$ cat src/rtl/aes_pkg.sv
// Shared types and constants for the AES round controller.
package aes_pkg;

    localparam int AES_NR = 10;

    typedef enum logic [1:0] {
        ST_IDLE = 2'd0,
        ST_RUN  = 2'd1,
        ST_DONE = 2'd2
    } state_t;

    // Round-element control flags, MSB first.
    typedef struct packed {
        logic load;
        logic rk_bypass;
        logic smc_1_bypass;
        logic smc_2_bypass;
    } ele_flags_t;

    localparam ele_flags_t FLAGS_IDLE     = 4'b1100;
    localparam ele_flags_t FLAGS_FIRST    = 4'b1111;
    localparam ele_flags_t FLAGS_ENC_MID  = 4'b0101;
    localparam ele_flags_t FLAGS_DEC_MID  = 4'b0000;
    localparam ele_flags_t FLAGS_DEC_MID1 = 4'b0001;
    localparam ele_flags_t FLAGS_ENC_LAST = 4'b0111;
    localparam ele_flags_t FLAGS_DEC_LAST = 4'b0110;

    // Flag set for iteration 'it' of an nr-round operation.
    function automatic ele_flags_t flag_decode(
        input logic [3:0] it,
        input logic [3:0] nr,
        input logic       inv
    );
        ele_flags_t f;
        if (it == 4'd0) begin
            f = FLAGS_FIRST;
        end else if (it == nr) begin
            f = inv ? FLAGS_DEC_LAST : FLAGS_ENC_LAST;
        end else if (inv) begin
            f = (it == 4'd1) ? FLAGS_DEC_MID1 : FLAGS_DEC_MID;
        end else begin
            f = FLAGS_ENC_MID;
        end
        return f;
    endfunction

endpackage

$ cat src/rtl/aes_round_ctrl.sv
// AES round sequencer: steps an iterative round element through NR+1
// iterations of ITER_LAT cycles each, one block in flight at a time.
//
//   state   | meaning
//   --------+-----------------------------------------------------------
//   IDLE    | ready for a new block; element flags parked at load/rk_bypass
//   RUN     | iterating; it/cy count iterations and cycles within one
//   DONE    | result held on out_block/out_valid until consumed
module aes_round_ctrl
    import aes_pkg::*;
#(
    parameter int ITER_LAT = 4,
    parameter int NR       = AES_NR
) (
    input  logic         clk,
    input  logic         rst_n,
    input  logic         in_valid,
    output logic         out_ready_in,
    input  logic         in_inv,
    input  logic [127:0] in_block,
    output logic         out_valid,
    input  logic         in_out_ready,
    output logic [127:0] out_block,
    output logic         out_ele_load,
    output logic         out_ele_rk_bypass,
    output logic         out_ele_smc_1_bypass,
    output logic         out_ele_smc_2_bypass,
    output logic         out_ele_inv,
    output logic [127:0] out_ele_s,
    input  logic [127:0] in_ele_s,
    output logic [3:0]   out_rk_idx,
    output logic         out_busy
);

    localparam logic [3:0] NR_L   = NR[3:0];
    localparam logic [3:0] LAT_M1 = 4'(ITER_LAT - 1);

    state_t       r_state;
    state_t       w_state_nxt;
    logic [3:0]   r_it;
    logic [3:0]   r_cy;
    logic         r_inv;
    logic [127:0] r_ele_s;
    logic [127:0] r_out_block;
    logic         r_out_valid;
    logic         w_accept;
    logic         w_cy_last;
    logic         w_it_last;
    logic         w_capture;
    logic         w_consume;
    ele_flags_t   w_flags;

    assign w_accept  = (r_state == ST_IDLE) && in_valid;
    assign w_cy_last = (r_cy == LAT_M1);
    assign w_it_last = (r_it == NR_L);
    assign w_capture = (r_state == ST_RUN) && w_cy_last && w_it_last;
    assign w_consume = (r_state == ST_DONE) && in_out_ready;

    // State register.
    always_ff @(posedge clk or negedge rst_n) begin
        if (!rst_n) begin
            r_state <= ST_IDLE;
        end else begin
            r_state <= w_state_nxt;
        end
    end

    // Next-state decode.
    always_comb begin
        w_state_nxt = r_state;
        case (r_state)
            ST_IDLE: if (in_valid)  w_state_nxt = ST_RUN;
            ST_RUN:  if (w_capture) w_state_nxt = ST_DONE;
            ST_DONE: if (w_consume) w_state_nxt = ST_IDLE;
            default: w_state_nxt = ST_IDLE;
        endcase
    end

    // Iteration and cycle counters; it returns to 0 once the last
    // iteration completes so the key index parks at its start value.
    always_ff @(posedge clk or negedge rst_n) begin
        if (!rst_n) begin
            r_it <= '0;
            r_cy <= '0;
        end else if (w_accept) begin
            r_it <= '0;
            r_cy <= '0;
        end else if (r_state == ST_RUN) begin
            if (w_cy_last) begin
                r_cy <= '0;
                r_it <= w_it_last ? 4'd0 : r_it + 4'd1;
            end else begin
                r_cy <= r_cy + 4'd1;
            end
        end
    end

    // Block and direction are captured only on accept.
    always_ff @(posedge clk or negedge rst_n) begin
        if (!rst_n) begin
            r_ele_s <= '0;
            r_inv   <= 1'b0;
        end else if (w_accept) begin
            r_ele_s <= in_block;
            r_inv   <= in_inv;
        end
    end

    // Result capture on the final cycle; valid held until consumed.
    always_ff @(posedge clk or negedge rst_n) begin
        if (!rst_n) begin
            r_out_block <= '0;
            r_out_valid <= 1'b0;
        end else if (w_capture) begin
            r_out_block <= in_ele_s;
            r_out_valid <= 1'b1;
        end else if (w_consume) begin
            r_out_valid <= 1'b0;
        end
    end

    // Element flags follow the iteration only while running.
    always_comb begin
        w_flags = FLAGS_IDLE;
        if (r_state == ST_RUN) begin
            w_flags = flag_decode(r_it, NR_L, r_inv);
        end
    end

    assign out_ele_load         = w_flags.load;
    assign out_ele_rk_bypass    = w_flags.rk_bypass;
    assign out_ele_smc_1_bypass = w_flags.smc_1_bypass;
    assign out_ele_smc_2_bypass = w_flags.smc_2_bypass;
    assign out_ele_inv          = (r_state == ST_RUN) && r_inv;
    assign out_ele_s            = r_ele_s;
    assign out_rk_idx           = r_inv ? (NR_L - r_it) : r_it;
    assign out_block            = r_out_block;
    assign out_valid            = r_out_valid;
    assign out_ready_in         = (r_state == ST_IDLE);
    assign out_busy             = (r_state != ST_IDLE);

endmodule

$ cat config.mk
export PLATFORM = sky130hd
export DESIGN_NAME = aes_round_ctrl
export DESIGN_NICKNAME = d
export VERILOG_FILES = /design/src/rtl/aes_pkg.sv /design/src/rtl/aes_round_ctrl.sv
export SDC_FILE = /design/constraint.sdc
export NUM_CORES = 1
export LEC_CHECK = 0
export BUFFER_PORTS_ARGS = -buffer_cell sky130_fd_sc_hd__buf_2
export CAP_MARGIN = 20
export CORE_AREA = 8 8 202 204
export CTS_BUF_LIST = sky130_fd_sc_hd__clkbuf_4 sky130_fd_sc_hd__clkbuf_8
export DETAILED_ROUTE_END_ITERATION = 12
export DIE_AREA = 0 0 210 212
export GPL_TIMING_DRIVEN = 0
export SYNTH_ARGS = -nofsm -noshare
export SYNTH_HDL_FRONTEND = slang
export SYNTH_SLANG_ARGS = --single-unit
$ cat constraint.sdc
create_clock -name clk -period 2 [get_ports clk]
set_input_delay 0.2 -clock clk [delete_from_list [all_inputs] [get_ports clk]]
set_output_delay 0.2 -clock clk [all_outputs]
set_load 0.005 [all_outputs]
==> impl_metrics.py <==
metrics = {
    "routing": {
        "firstDrtPassIters": 4,
        "drt_wl_total_um": 38100,
        "vias": 8685,
        "wl_per_cell_um": 18.6,
        "drtIter0Drc": 295,
        "remaining_drc_errors": 0,
        "routed_via_density": 4.24,
        "drtAntennaViolNets": 0,
    },
    "place": {
        "place_ws_ps": -368,
        "gp_congestion": 0.860,
        "hpwl_um": 25200,
        "numPortBuffers": 528,
    },
    "sta": {
        "grt_setup_unrepaired": "true",
        "hold_violations": 0,
        "setup_tns_ps": -3630,
        "tightest_slew_ps": 663,
        "setup-violations-final": 87,
        "slew_headroom_pct": 55.8,
        "whs_ps": 88.9,
        "finalCritPeriodShare_pct": 103,
        "min_period_ps": 2070,
        "fmax_ghz": 0.483,
        "finalWorstSetupSlack_ps": -68.4,
        "clock_skew_ps": 15.6,
        "finalMaxSlewViolations": 0,
    },
    "run_status": {
        "violations": "setup timing",
        "outcome": "finished, violations left",
    },
    "worst_setup_path": {
        "r2r-end": "out_block[117]",
        "crit_chain": "ha_2, or3b_4, nor3_4, buf_6, buf_12, buf_12, mux2_4",
        "end_kind": "register",
        "r2r_slack_ps": -70,
        "arrival_ps": 2530,
        "critical_path.reg2reg.startpoint": "r_cy[0]",
        "critical_path.top_delay_family": "simple AND/OR/NAND/NOR gates",
        "cp_slowest_cell": "or3b_4",
        "start_kind": "register",
        "cp.required_ps": 2460,
        "criticalPathCategory": "register to register",
        "slowest_delay_ps": 390,
        "crit_path_frequent_cell": "buf_12",
        "cp_max_fo": 10,
        "rr_worst_depth": 7,
        "crit_buf_inv": 3,
    },
    "power": {
        "vdd_drop_max_mv": 0.524,
        "p_per_area_mw_per_mm2": 708,
        "p_leak_nw": 9.10,
    },
    "floorplan": {
        "dieArea_mm2": 0.0445,
        "die_w_um": 210,
        "ioPinCount": 529,
        "start_util_pct": 27.0,
        "core_area_mm2": 0.0379,
        "placementRows": 72,
        "chipHeight_um": 212,
    },
    "layout": {
        "fillCellCount": 3220,
        "fin_nets": 1757,
        "layout-drive-gt1-share_pct": 61.6,
        "area_growth_pct": 76.8,
    },
    "logic_synthesis": {
        "synthCells": 628,
        "syn-cell-area_mm2": 0.0103,
        "syn_avg_cell_area_um2": 16.3,
        "synthTopCellsByArea": "dfrtp_1, mux2_2, mux2_1",
        "ys_ff_latch": 268,
        "synthDistinctLibCells": 31,
        "async_flop_share_pct": 100,
        "synth_edf_count": 0,
        "synth-main-ff-cell": "dfrtp_1",
        "netlist_top_cells_count": "dfrtp_1, mux2_2, mux2_1",
        "synth_area_leader_cell": "dfrtp_1",
        "ys_warn_count": 0,
        "synth.top_cell.area_share_pct": 65.4,
        "synth_fp_nets": 894,
        "yosysSeqAreaShare_pct": 65.4,
        "yosysMostFrequentCell": "dfrtp_1",
    },
    "global_route": {
        "overflow": 0,
        "grt_first_pass_wirelength_um": 56400,
        "grt_usage_pct": 16.2,
        "grt_pass1_vias": 9822,
        "grt_max_degree": 119,
        "antenna_found_initial": 0,
    },
    "clock_tree": {
        "clk_latency_ps": 580,
        "root_buffer": "clkbuf_8",
        "clk_pin_slew_ps": 60,
        "cts_buffer_depth": 3,
        "cts.sink_count": 268,
        "cts_tree": "done",
        "cts.htree.levels": 2,
        "cts_made_buffers": 47,
    },
    "run": {
        "drv_cap": 0,
    },
    "hold_path": {
        "min_path_type": "input pin to asynchronous set/reset pin",
    },
}
[worst reg2reg max path, delay by kind of cell, from the launching register on]
| kind | cells | cell delay, ps |
|---|---|---|
| buffers and inverters | 3 | 500 |
| and+or+nand+nor | 2 | 610 |
| muxes | 1 | 300 |
| DFF | 1 | 350 |
| adders and majority gates | 1 | 180 |
[cell type report]
cell class	instances	area, µm²	area share [%]
inverters	5	21.3	0.117
diodes	1	2.50	0.0138
multi-input cells	321	3700	20.4
plain buffers	31	319	1.76
clock inverters	11	111	0.614
clock buffers	74	943	5.20
repair buffers	817	5680	31.3
well taps	518	648	3.57
flip-flops and latches	268	6710	37.0
[routing by layer]
metal  up-vias  GRT usage, %  share of wire (%)  wire, µm
li1       3957             -                  -         -
met3        75          6.07                8.1      3090
met1      4257          17.3                 37     14100
met4         0          6.63                3.5      1340
met2       396          28.5                 52     19600
met5         -             0                  0         0
[metrics by stage]
stage / utilization [%] / total power, mW / std cells / area, µm²
after detailed placement: 35.9 / 6.90 / 1676 / 13600
after global placement: 35.7 / 6.86 / 1674 / 13500
after global routing: 47.8 / 13.4 / 2045 / 18100
final: 47.8 / 12.9 / 2046 / 18100
after CTS: 47.1 / 13.1 / 2035 / 17900
after floorplan: - / 6.15 / 628 / 10300
[sequential cells by signal, indices dropped and copies added, names as in the netlist]
name       count
r_state        2
r_it           4
out_valid      1
r_inv          1
r_cy           4
out_ele_s    128
out_block    128
[kinds of logic after synthesis]
| kind of cell | share of synthesized area [%] |
|---|---|
| buffers and inverters | 2.33 |
| multiplexers | 28.5 |
| AND/OR/NAND/NOR | 2.02 |
| adder cells (fa/ha/maj) | 0.610 |
| AO/OA/AOI/OAI | 0.988 |
| flip-flops | 65.4 |
| XOR/XNOR | 0.171 |
[what timing repair did]
| action | in CTS | in global routing |
|---|---|---|
| hold buffers | 259 | 1 |
| endpoints found under the hold margin | 531 | 1 |
| pin swaps | 4 | 2 |
| cloned | 3 | 5 |
| endpoints found under the setup margin | 265 | 135 |
| setup buffers | 14 | 5 |
| gates resized for setup | 122 | 32 |
[worst max-delay path by stage]
stage,from,to,cells after the start
floorplan,r_cy[0],out_block[100],6
CTS,r_cy[1],out_block[87],7
finish,r_cy[0],out_block[117],7
detailed placement,r_it[0],out_block[123],7
global placement,rst_n,out_block[101],1
global route,r_cy[0],out_block[67],7
[power breakdown]
group	total, mW	internal (mW)	switching [mW]
clock	5.53	3.26	2.28
combinational	1.48	0.937	0.547
sequential	5.83	5.69	0.141
[layout by cell type, fill, tap and decap left out, drive strengths merged]
cell	n
clkinvlp	1
or3b	2
nand2	9
o31ai	2
a31oi	1
a21o	2
inv	5
and2	2
xnor2	2
nor3b	2
dlygate4sd3	260
mux2	257
a21oi	6
o21ai	4
clkinv	8
nand2b	2
nand3b	3
nor2	5
ha	5
nor2b	1
or4	2
o2111ai	1
clkbuf	87
bufinv	2
nor3	1
nand3	5
diode	1
nand4	1
mux2i	3
or2	2
buf	575
o22ai	1
dfrtp	268
No activity file was read; power rests on OpenSTA's default activity.
